[src/rtl/uart_mem_loader_pkg.sv]
// Shared types and helpers for the serial program loader.
package loader_pkg;

  typedef enum logic [1:0] {
    RX_IDLE  = 2'd0,
    RX_START = 2'd1,
    RX_DATA  = 2'd2,
    RX_STOP  = 2'd3
  } rx_state_t;

  typedef enum logic [1:0] {
    LD_WAIT = 2'd0,
    LD_LOAD = 2'd1,
    LD_PAD  = 2'd2,
    LD_DONE = 2'd3
  } ld_state_t;

  // Byte lanes in stream order: the first byte of a group lands in the MSB lane.
  localparam int LANE0_LSB = 24;
  localparam int LANE1_LSB = 16;
  localparam int LANE2_LSB = 8;
  localparam int LANE3_LSB = 0;

  // Clock cycles per serial bit, rounded to nearest.
  function automatic int bit_cycles(input int clk_hz, input int baud);
    return (clk_hz + baud / 2) / baud;
  endfunction

  function automatic int half_cycles(input int clk_hz, input int baud);
    return bit_cycles(clk_hz, baud) / 2;
  endfunction

  // Drop one received byte into its lane of the word being assembled.
  function automatic logic [31:0] pack_byte(input logic [31:0] acc,
                                            input logic [7:0]  b,
                                            input logic [1:0]  idx);
    logic [31:0] w;
    w = acc;
    case (idx)
      2'd0:    w[LANE0_LSB +: 8] = b;
      2'd1:    w[LANE1_LSB +: 8] = b;
      2'd2:    w[LANE2_LSB +: 8] = b;
      default: w[LANE3_LSB +: 8] = b;
    endcase
    return w;
  endfunction

endpackage

[src/rtl/uart_mem_loader_rx.sv]
// UART receiver: 2-flop synchronizer, start/data/stop sampling, byte output.
//
// state    | meaning
// ---------+-------------------------------------------------------------
// RX_IDLE  | line idle, waiting for a synchronized falling edge
// RX_START | half a bit in, confirm the start bit is still low
// RX_DATA  | sample 8 data bits one bit period apart, LSB first
// RX_STOP  | sample stop bit; high gives byte_valid, low gives stop_err
module uart_rx
  import loader_pkg::*;
#(
  parameter int BIT_CYC  = 434,
  parameter int HALF_CYC = 217
) (
  input  logic       clock,
  input  logic       reset_n,
  input  logic       rx_line,
  output logic [7:0] rx_byte,
  output logic       byte_valid,
  output logic       stop_err
);

  localparam int TW = $clog2(BIT_CYC + 1);

  rx_state_t     state, state_next;
  logic          rx_s1, rx_sync, rx_prev;
  logic [TW-1:0] timer;
  logic [2:0]    bit_cnt;
  logic [7:0]    shift;
  logic          fall, tc;

  assign fall = rx_prev && !rx_sync;
  assign tc   = (timer == '0);

  // Synchronizer; resetting to 0 means a line held low at release never looks like an edge.
  always_ff @(posedge clock) begin
    if (!reset_n) begin
      rx_s1   <= 1'b0;
      rx_sync <= 1'b0;
      rx_prev <= 1'b0;
    end else begin
      rx_s1   <= rx_line;
      rx_sync <= rx_s1;
      rx_prev <= rx_sync;
    end
  end

  // State register.
  always_ff @(posedge clock) begin
    if (!reset_n) state <= RX_IDLE;
    else          state <= state_next;
  end

  // Next-state decode.
  always_comb begin
    state_next = state;
    case (state)
      RX_IDLE:  if (fall) state_next = RX_START;
      RX_START: if (tc) state_next = rx_sync ? RX_IDLE : RX_DATA;
      RX_DATA:  if (tc && bit_cnt == 3'd7) state_next = RX_STOP;
      RX_STOP:  if (tc) state_next = RX_IDLE;
      default:  state_next = RX_IDLE;
    endcase
  end

  // Bit timer (down-counter), bit counter and data shift register.
  always_ff @(posedge clock) begin
    if (!reset_n) begin
      timer   <= '0;
      bit_cnt <= '0;
      shift   <= '0;
    end else begin
      case (state)
        RX_IDLE: if (fall) timer <= TW'(HALF_CYC - 1);
        RX_START: begin
          if (tc) begin
            timer   <= TW'(BIT_CYC - 1);
            bit_cnt <= '0;
          end else begin
            timer <= timer - TW'(1);
          end
        end
        RX_DATA: begin
          if (tc) begin
            shift   <= {rx_sync, shift[7:1]};
            bit_cnt <= bit_cnt + 3'd1;
            timer   <= TW'(BIT_CYC - 1);
          end else begin
            timer <= timer - TW'(1);
          end
        end
        default: if (!tc) timer <= timer - TW'(1);
      endcase
    end
  end

  // Outputs: one-cycle strobes in the cycle the stop bit is sampled.
  always_comb begin
    rx_byte    = shift;
    byte_valid = (state == RX_STOP) && tc && rx_sync;
    stop_err   = (state == RX_STOP) && tc && !rx_sync;
  end

endmodule

[src/rtl/uart_mem_loader.sv]
// Serial program loader: packs UART bytes into 32-bit words, writes them from word 0.
//
// state   | meaning
// --------+---------------------------------------------------------------
// LD_WAIT | no byte seen since reset
// LD_LOAD | loading; idle timeout running, words written as groups fill
// LD_PAD  | zero-padded partial word written, done follows next cycle
// LD_DONE | load ended; held until reset, further bytes ignored
module uart_mem_loader
  import loader_pkg::*;
#(
  parameter int CLK_HZ      = 50_000_000,
  parameter int BAUD        = 115_200,
  parameter int ADDR_W      = 12,
  parameter int MAX_WORDS   = 3000,
  parameter int IDLE_CYCLES = 5_000_000
) (
  input  logic              CLOCK_50,
  input  logic              KEY0,
  input  logic              uart_rx,
  output logic              mem_we,
  output logic [ADDR_W-1:0] mem_waddr,
  output logic [31:0]       mem_wdata,
  output logic              load_busy,
  output logic              load_done,
  output logic              frame_err,
  output logic [ADDR_W-1:0] word_count
);

  localparam int BIT_CYC  = bit_cycles(CLK_HZ, BAUD);
  localparam int HALF_CYC = half_cycles(CLK_HZ, BAUD);
  localparam int IW       = $clog2(IDLE_CYCLES + 1);

  ld_state_t     ld_state, ld_next;
  logic [7:0]    rx_byte;
  logic          byte_valid, stop_err;
  logic [1:0]    byte_idx;
  logic [31:0]   acc;
  logic [IW-1:0] idle_cnt;
  logic          full, accept, timeout;

  uart_rx #(
    .BIT_CYC (BIT_CYC),
    .HALF_CYC(HALF_CYC)
  ) u_rx (
    .clock     (CLOCK_50),
    .reset_n   (KEY0),
    .rx_line   (uart_rx),
    .rx_byte   (rx_byte),
    .byte_valid(byte_valid),
    .stop_err  (stop_err)
  );

  assign full    = (word_count == ADDR_W'(MAX_WORDS));
  assign accept  = byte_valid &&
                   ((ld_state == LD_WAIT) || ((ld_state == LD_LOAD) && !full));
  // A byte arriving on the terminal cycle wins over the timeout.
  assign timeout = (ld_state == LD_LOAD) && !full && !byte_valid && (idle_cnt == '0);

  // Loader state register.
  always_ff @(posedge CLOCK_50) begin
    if (!KEY0) ld_state <= LD_WAIT;
    else       ld_state <= ld_next;
  end

  // Loader next-state decode.
  always_comb begin
    ld_next = ld_state;
    case (ld_state)
      LD_WAIT: if (byte_valid) ld_next = LD_LOAD;
      LD_LOAD: begin
        if (full)         ld_next = LD_DONE;
        else if (timeout) ld_next = (byte_idx != 2'd0) ? LD_PAD : LD_DONE;
      end
      LD_PAD:  ld_next = LD_DONE;
      default: ld_next = LD_DONE;
    endcase
  end

  // Loader status outputs.
  always_comb begin
    load_busy = (ld_state == LD_LOAD) || (ld_state == LD_PAD);
    load_done = (ld_state == LD_DONE);
  end

  // Packing, word writes, word counter, idle timeout and sticky frame error.
  always_ff @(posedge CLOCK_50) begin
    if (!KEY0) begin
      mem_we     <= 1'b0;
      mem_waddr  <= '0;
      mem_wdata  <= '0;
      word_count <= '0;
      frame_err  <= 1'b0;
      byte_idx   <= '0;
      acc        <= '0;
      idle_cnt   <= '0;
    end else begin
      mem_we <= 1'b0;
      if (mem_we) word_count <= word_count + ADDR_W'(1);
      if (stop_err) frame_err <= 1'b1;
      if (accept) begin
        idle_cnt <= IW'(IDLE_CYCLES - 1);
        if (byte_idx == 2'd3) begin
          mem_we    <= 1'b1;
          mem_waddr <= word_count;
          mem_wdata <= pack_byte(acc, rx_byte, byte_idx);
          acc       <= '0;
          byte_idx  <= '0;
        end else begin
          acc      <= pack_byte(acc, rx_byte, byte_idx);
          byte_idx <= byte_idx + 2'd1;
        end
      end else if (timeout) begin
        // Unfilled low lanes are already zero since acc is cleared per word.
        if (byte_idx != 2'd0) begin
          mem_we    <= 1'b1;
          mem_waddr <= word_count;
          mem_wdata <= acc;
          acc       <= '0;
          byte_idx  <= '0;
        end
      end else if ((ld_state == LD_LOAD) && (idle_cnt != '0)) begin
        idle_cnt <= idle_cnt - IW'(1);
      end
    end
  end

endmodule

[config.mk]
export PLATFORM = sky130hd
export DESIGN_NAME = uart_mem_loader
export DESIGN_NICKNAME = d
export VERILOG_FILES = /design/src/rtl/uart_mem_loader_pkg.sv /design/src/rtl/uart_mem_loader_rx.sv /design/src/rtl/uart_mem_loader.sv
export SDC_FILE = /design/constraint.sdc
export NUM_CORES = 1
export LEC_CHECK = 0
export CORE_MARGIN = 1.5
export CORE_UTILIZATION = 57
export DETAILED_ROUTE_END_ITERATION = 8
export PLACE_DENSITY = 0.79
export SKIP_CTS_REPAIR_TIMING = 1
export SKIP_LAST_GASP = 1
export SLEW_MARGIN = 20
export SYNTH_ARGS = -nofsm -noshare
export SYNTH_HDL_FRONTEND = slang
export SYNTH_HIERARCHICAL = 1
export SYNTH_SLANG_ARGS = --single-unit
export TNS_END_PERCENT = 100
[constraint.sdc]
create_clock -name CLOCK_50 -period 3.7 [get_ports CLOCK_50]
set_input_delay 0.74 -clock CLOCK_50 [delete_from_list [all_inputs] [get_ports CLOCK_50]]
set_output_delay 0.74 -clock CLOCK_50 [all_outputs]
set_load 0.1 [all_outputs]
==> impl_metrics.json, run 1 <==
{
  "hold_path.class": "reg -> reg",
  "end_kind": "flip-flop",
  "dieArea_sq_um": 12200,
  "initial_core_util_pct": 58.0,
  "insertion_delay_ps": 420,
  "reg2reg_to": "mem_wdata[22]$_SDFFE_PN0P_",
  "p_total_mw": 3.79,
  "grt_pass1_wl_um": 27200,
  "mostFrequentLayoutCells": "dfxtp_1, a21oi_1, clkdlybuf4s50_1, nand2_1, nor2_1",
  "holdWs_ps": 459,
  "slew_headroom_pct": 33.7,
  "crit_slowest_cell": "or3_1",
  "gr-total-overflow": 0,
  "track_usage_pct": 27.0,
  "wl_per_cell_um": 17.3,
  "synth_area_sq_um": 6600,
  "dr.first_iter.drc_count": 477,
  "clk_pin_slew_ps": 60,
  "finalHoldViolations": 0,
  "syn_avg_cell_area_sq_um": 9.00,
  "cts_sinks": 142,
  "synth-edff-count": 0,
  "vias_per_cell": 6.06,
  "cp.required_ps": 4000,
  "n_antenna_cell": 0,
  "drive_gt1_share_pct": 9.54,
  "place_congestion": 0.880,
  "drv_cap": 0,
  "dp_hpwl_um": 10900,
  "crit_path_max_fanout": 24,
  "synth_nets": 755,
  "route.vias.total": 5701,
  "ios": 63,
  "max-vdd-ir-drop_v": 0.000482,
  "die_y_um": 111,
  "die_x_um": 111,
  "skew_ps": 5.85,
  "cts_buffers": 17,
  "path_class": "reg -> reg",
  "endpoint": "mem_wdata[22]$_SDFFE_PN0P_",
  "final_core_util_pct": 69.6,
  "path_delay_family": "simple AND/OR/NAND/NOR gates",
  "r2r_start": "u_rx/timer[1]$_SDFFE_PN0P_",
  "core_area_sq_um": 11400,
  "yosysUniqueCellTypes": 71,
  "rows": 39,
  "status": "finished, final reports clean",
  "synth_sequential_area_ratio_pct": 43.1,
  "cts_buffer_depth": 2,
  "crit_path_cell_trace": "inv_1, ha_1, nor4b_2, and2_1, nand2_1, nor2_1, buf_4, o21ai_0, or3_1, nand2_1, buf_12, a21oi_1",
  "yosys_warnings": 6,
  "wl_um": 16300,
  "fmax_mhz": 312,
  "first_global_vias": 5615,
  "antenna_found_initial": 0,
  "root_buffer": "clkbuf_16",
  "setup.worst_path.start": "u_rx/timer[1]$_SDFFE_PN0P_",
  "fin_nets": 806,
  "synth-main-ff-cell": "dfxtp_1",
  "fin_crit_sh_pct": 86.7,
  "cp.depth": 12,
  "cts_max_level": 4,
  "fin_crit_ps": 3210,
  "syn2layout_area_growth_pct": 19.9,
  "worstMarginPinSlew_ps": 992,
  "reg2reg_depth": 12,
  "layout_commonest_cell": "dfxtp_1",
  "r2r_slack_ps": 490,
  "first_pass_iters": 5,
  "synth_seq_cells": 142,
  "powerDensity_nw_per_um2": 479,
  "tns_ps": 0,
  "finalMaxSlewViolations": 0,
  "postRouteAntennaNets": 0,
  "async_flop_share_pct": 0,
  "cp_num_buf_inv": 3,
  "crit_path_frequent_cell": "nand2_1",
  "rsz0062_at_grt": "no",
  "cts_tree": "yes",
  "drc": 0,
  "grt_start_max_net_pins": 70,
  "worstSetupStartpointType": "flip-flop",
  "power.leakage_nw": 3.01,
  "setup-violations-final": 0,
  "crit_path_max_incr_delay_ps": 490,
  "synth_cells": 733,
  "port_buffers": 62,
  "arrival_ps": 3510
}
[metrics by stage]
stage,worst slack [ps],instances,area (sq um)
finish,493,940,7920
global placement,777,908,7300
CTS,538,940,7920
detailed placement,566,908,7300
global route,229,940,7920
floorplan,858,733,6600
[state kept, by name (all words and copies together), names as in the netlist, named ones only]
name and flops:
acc 32, mem_wdata 32, idle_cnt 23, mem_waddr 12, word_count 12, u_rx/timer 9, u_rx/rx_byte 8, u_rx/bit_cnt 3
byte_idx 2, ld_state 2, frame_err 1, mem_we 1, u_rx/rx_prev 1, u_rx/rx_s1 1, u_rx/rx_sync 1, u_rx/state 1
[area by class of cell]
cell class              count  area [sq um]
clock buffers              22           484
fillers                   872          3450
flip-flops and latches    142          2840
well taps                 143           179
inverters                  42           158
repair buffers             73           708
multi-input cells         508          3410
clock inverters            10           134
[power breakdown]
part | switching (mW) | leakage [nW] | total, mW | internal (mW)
Sequential | 0.0374 | 1.14 | 1.59 | 1.55
Combinational | 0.280 | 1.56 | 0.429 | 0.149
Clock | 0.642 | 0.302 | 1.77 | 1.13
Total | 0.959 | 3.01 | 3.79 | 2.83
[tightest hold or removal path: cells and delay by family (launching register included)]
kind,cells,cell delay [ps]
AOI/OAI and AO/OA,1,50
DFF,1,310
buffers and inverters,1,50
[metal layers]
metal  GRT usage, %  up-vias  part of all wire (%)  wire [um]
met1           34.7     2735                    45       7410
met3           5.93       19                   4.6        754
li1               -     2789                     -          -
met4           9.66        0                   1.4        226
met5              0        -                     0          0
met2           44.8      158                    49       7910
[cell usage after synthesis (11+ instances only)]
master    count  area share, %
inv_1        41            2.3
o22ai_1      16            1.5
o21ai_0      29            2.2
nand2_1      56            3.2
a211oi_1     16            1.8
ha_1         19            3.6
mux2i_1      28            4.2
o211ai_1     15            1.7
clkbuf_1     29            1.6
xnor2_1      16            2.1
a21oi_1      61            4.6
nand3_1      17            1.3
dfxtp_1     142             43
o31ai_1      30            3.4
nor2_1       49            2.8
nor3_1       14            1.1
and3_1       11            1.0
[cells by family after synthesis]
family | Yosys count | synth area share [%]
compound gates | 222 | 22.7
simple gates | 214 | 17.7
flops | 142 | 43.1
buf+inv | 83 | 5.44
mux | 28 | 4.25
xor+xnor | 25 | 3.32
fa+ha+maj | 19 | 3.60
[how the worst min path moves through the flow]
| stage | startpoint | to | slack, ps | cells past startpoint |
|---|---|---|---|---|
| 6_report | acc[21]$_SDFFE_PN0P_ | acc[21]$_SDFFE_PN0P_ | 460 | 2 |
| 5_1_grt | acc[8]$_SDFFE_PN0P_ | acc[8]$_SDFFE_PN0P_ | 470 | 2 |
| 4_1_cts | acc[21]$_SDFFE_PN0P_ | acc[21]$_SDFFE_PN0P_ | 450 | 2 |
| 3_5_place_dp | acc[21]$_SDFFE_PN0P_ | acc[21]$_SDFFE_PN0P_ | 440 | 2 |
| 3_3_place_gp | acc[21]$_SDFFE_PN0P_ | acc[21]$_SDFFE_PN0P_ | 440 | 2 |
| 2_1_floorplan | u_rx/rx_s1$_SDFF_PN0_ | u_rx/rx_sync$_SDFF_PN0_ | 410 | 1 |
No activity file was read; power rests on OpenSTA's default activity.
==> run 2: changes to the inputs <==
- CORE_MARGIN: 1.5 -> 2
==> run 2 against run 1 <==
Sequential share of layout area barely moved. Clock power hardly changed. Via count is 2.6% higher. Critical path type unchanged. Critical endpoint is now mem_wdata[17]$_SDFFE_PN0P_.
==> impl_metrics.json, run 2 (synthesis gave the netlist of run 1 again) <==
{
  "status": "finished, final reports clean",
  "root_buffer": "clkbuf_16",
  "hold_depth": 2,
  "crit_path_max_fanout": 22,
  "finalMaxSlewViolations": 0,
  "cts_tree": "yes",
  "wl_per_cell_um": 17.6,
  "layout_commonest_cell": "dfxtp_1",
  "cts_max_level": 4,
  "die_x_um": 112,
  "worstSetupStartpointType": "flip-flop",
  "initial_core_util_pct": 58.0,
  "arrival_ps": 3530,
  "cts_buffer_depth": 2,
  "place_inst": 910,
  "path_class": "reg -> reg",
  "power.leakage_nw": 3.01,
  "first_global_vias": 5576,
  "reg.largest.list": "acc x32, mem_wdata x32, idle_cnt x23",
  "first_pass_iters": 5,
  "slew_headroom_pct": 30.6,
  "tns_ps": 0,
  "mostFrequentLayoutCells": "dfxtp_1, a21oi_1, clkdlybuf4s50_1, nand2_1, nor2_1",
  "cts_buffers": 17,
  "p_sw_mw": 0.967,
  "gr-total-overflow": 0,
  "finalHoldViolations": 0,
  "grt_pass1_wl_um": 27700,
  "place_congestion": 0.900,
  "max-vdd-ir-drop_v": 0.000542,
  "dp_hpwl_um": 10800,
  "p_seq_share_pct": 42.1,
  "n_antenna_cell": 0,
  "core_area_sq_um": 11400,
  "drv_cap": 0,
  "insertion_delay_ps": 420,
  "setup-violations-final": 0,
  "rows": 39,
  "worstMarginPinSlew_ps": 1030,
  "min_to": "mem_waddr[4]$_SDFFE_PN0P_",
  "track_usage_pct": 27.1,
  "setup.worst_path.start": "u_rx/timer[0]$_SDFFE_PN0P_",
  "postRouteAntennaNets": 0,
  "hp-start": "mem_waddr[4]$_SDFFE_PN0P_",
  "vias_per_cell": 6.21,
  "rsz0062_at_grt": "no",
  "fin_cells": 942,
  "drive_gt1_share_pct": 9.64,
  "skew_ps": 7.26,
  "r2r_slack_ps": 470,
  "antenna_found_initial": 0,
  "swShare_pct": 25.6,
  "dr.first_iter.drc_count": 468,
  "port_buffers": 62,
  "hold_path.class": "reg -> reg",
  "fin_crit_ps": 3230,
  "syn2layout_area_growth_pct": 20.0,
  "fillers": 906,
  "p_clk_share_pct": 46.1,
  "fmax_mhz": 310,
  "wl_um": 16600,
  "dieArea_sq_um": 12500,
  "clk_pin_slew_ps": 60,
  "reg2reg_to": "mem_wdata[17]$_SDFFE_PN0P_",
  "route.vias.total": 5847,
  "combPwrFrac_pct": 11.8,
  "cp.required_ps": 4000,
  "reg2reg_depth": 12,
  "fin_crit_sh_pct": 87.2,
  "cts_sinks": 142,
  "die_y_um": 112,
  "powerDensity_nw_per_um2": 477,
  "r2r_start": "u_rx/timer[0]$_SDFFE_PN0P_",
  "ios": 63,
  "grt_start_max_net_pins": 68,
  "fin_nets": 808,
  "drc": 0,
  "p_int_mw": 2.81,
  "end_kind": "flip-flop"
}
[run 2: layer usage]
layer  GRT usage [%]  part of all wire, %  vias up
li1                -                    -     2789
met1            34.4                   45     2855
met2            45.6                   49      178
met3            6.37                  4.8       25
met4            9.30                  1.6        0
met5               0                    0        -
[run 2: stage by stage]
stage                     power (mW)  utilization, %  cell area [sq um]  setup WS, ps  hold WS (ps)
after floorplan                 1.98               -               6600           858           412
after CTS                       3.78            69.7               7920           504           449
after detailed placement        2.05            64.3               7310           539           442
final                           3.78            69.7               7920           472           451
after global placement          2.04            64.3               7310           705           436
after global routing            3.90            69.7               7920           220           471
[run 2: power groups by stage]
stage | clock network [mW] | registers (mW) | logic, mW
after detailed placement | 0 | 1.62 | 0.424
final | 1.74 | 1.59 | 0.446
after global routing | 1.82 | 1.60 | 0.486
after global placement | 0 | 1.62 | 0.417
after floorplan | 0 | 1.62 | 0.363
after CTS | 1.76 | 1.59 | 0.430
[run 2: worst max-delay path, stage by stage, from the launching register on]
cell     delay, ps
dfxtp_1        350
inv_1           70
ha_1           220
nor4b_2        350
and2_1         210
nand2_1         70
nor2_1         160
buf_4          190
o21ai_0        220
or3_1          480
nand2_1        460
buf_12         230
a21oi_1         80
[run 2: layout make-up]
cell class	count	area, sq um	share of cell area, %
Multi-Input combinational cell	508	3410	43.0
Sequential cell	142	2840	35.9
Timing Repair Buffer	75	723	9.13
Clock buffer	22	474	5.99
Tap cell	143	179	2.26
Inverter	42	158	1.99
Clock inverter	10	136	1.72
[run 2: how the worst max path moves through the flow]
stage	depth (start not counted)	endpoint	slack [ps]
2_1_floorplan	12	mem_wdata[0]$_SDFFE_PN0P_	860
3_3_place_gp	12	mem_wdata[16]$_SDFFE_PN0P_	710
3_5_place_dp	12	mem_wdata[17]$_SDFFE_PN0P_	540
4_1_cts	12	mem_wdata[17]$_SDFFE_PN0P_	500
5_1_grt	12	mem_wdata[19]$_SDFFE_PN0P_	220
6_report	12	mem_wdata[17]$_SDFFE_PN0P_	470
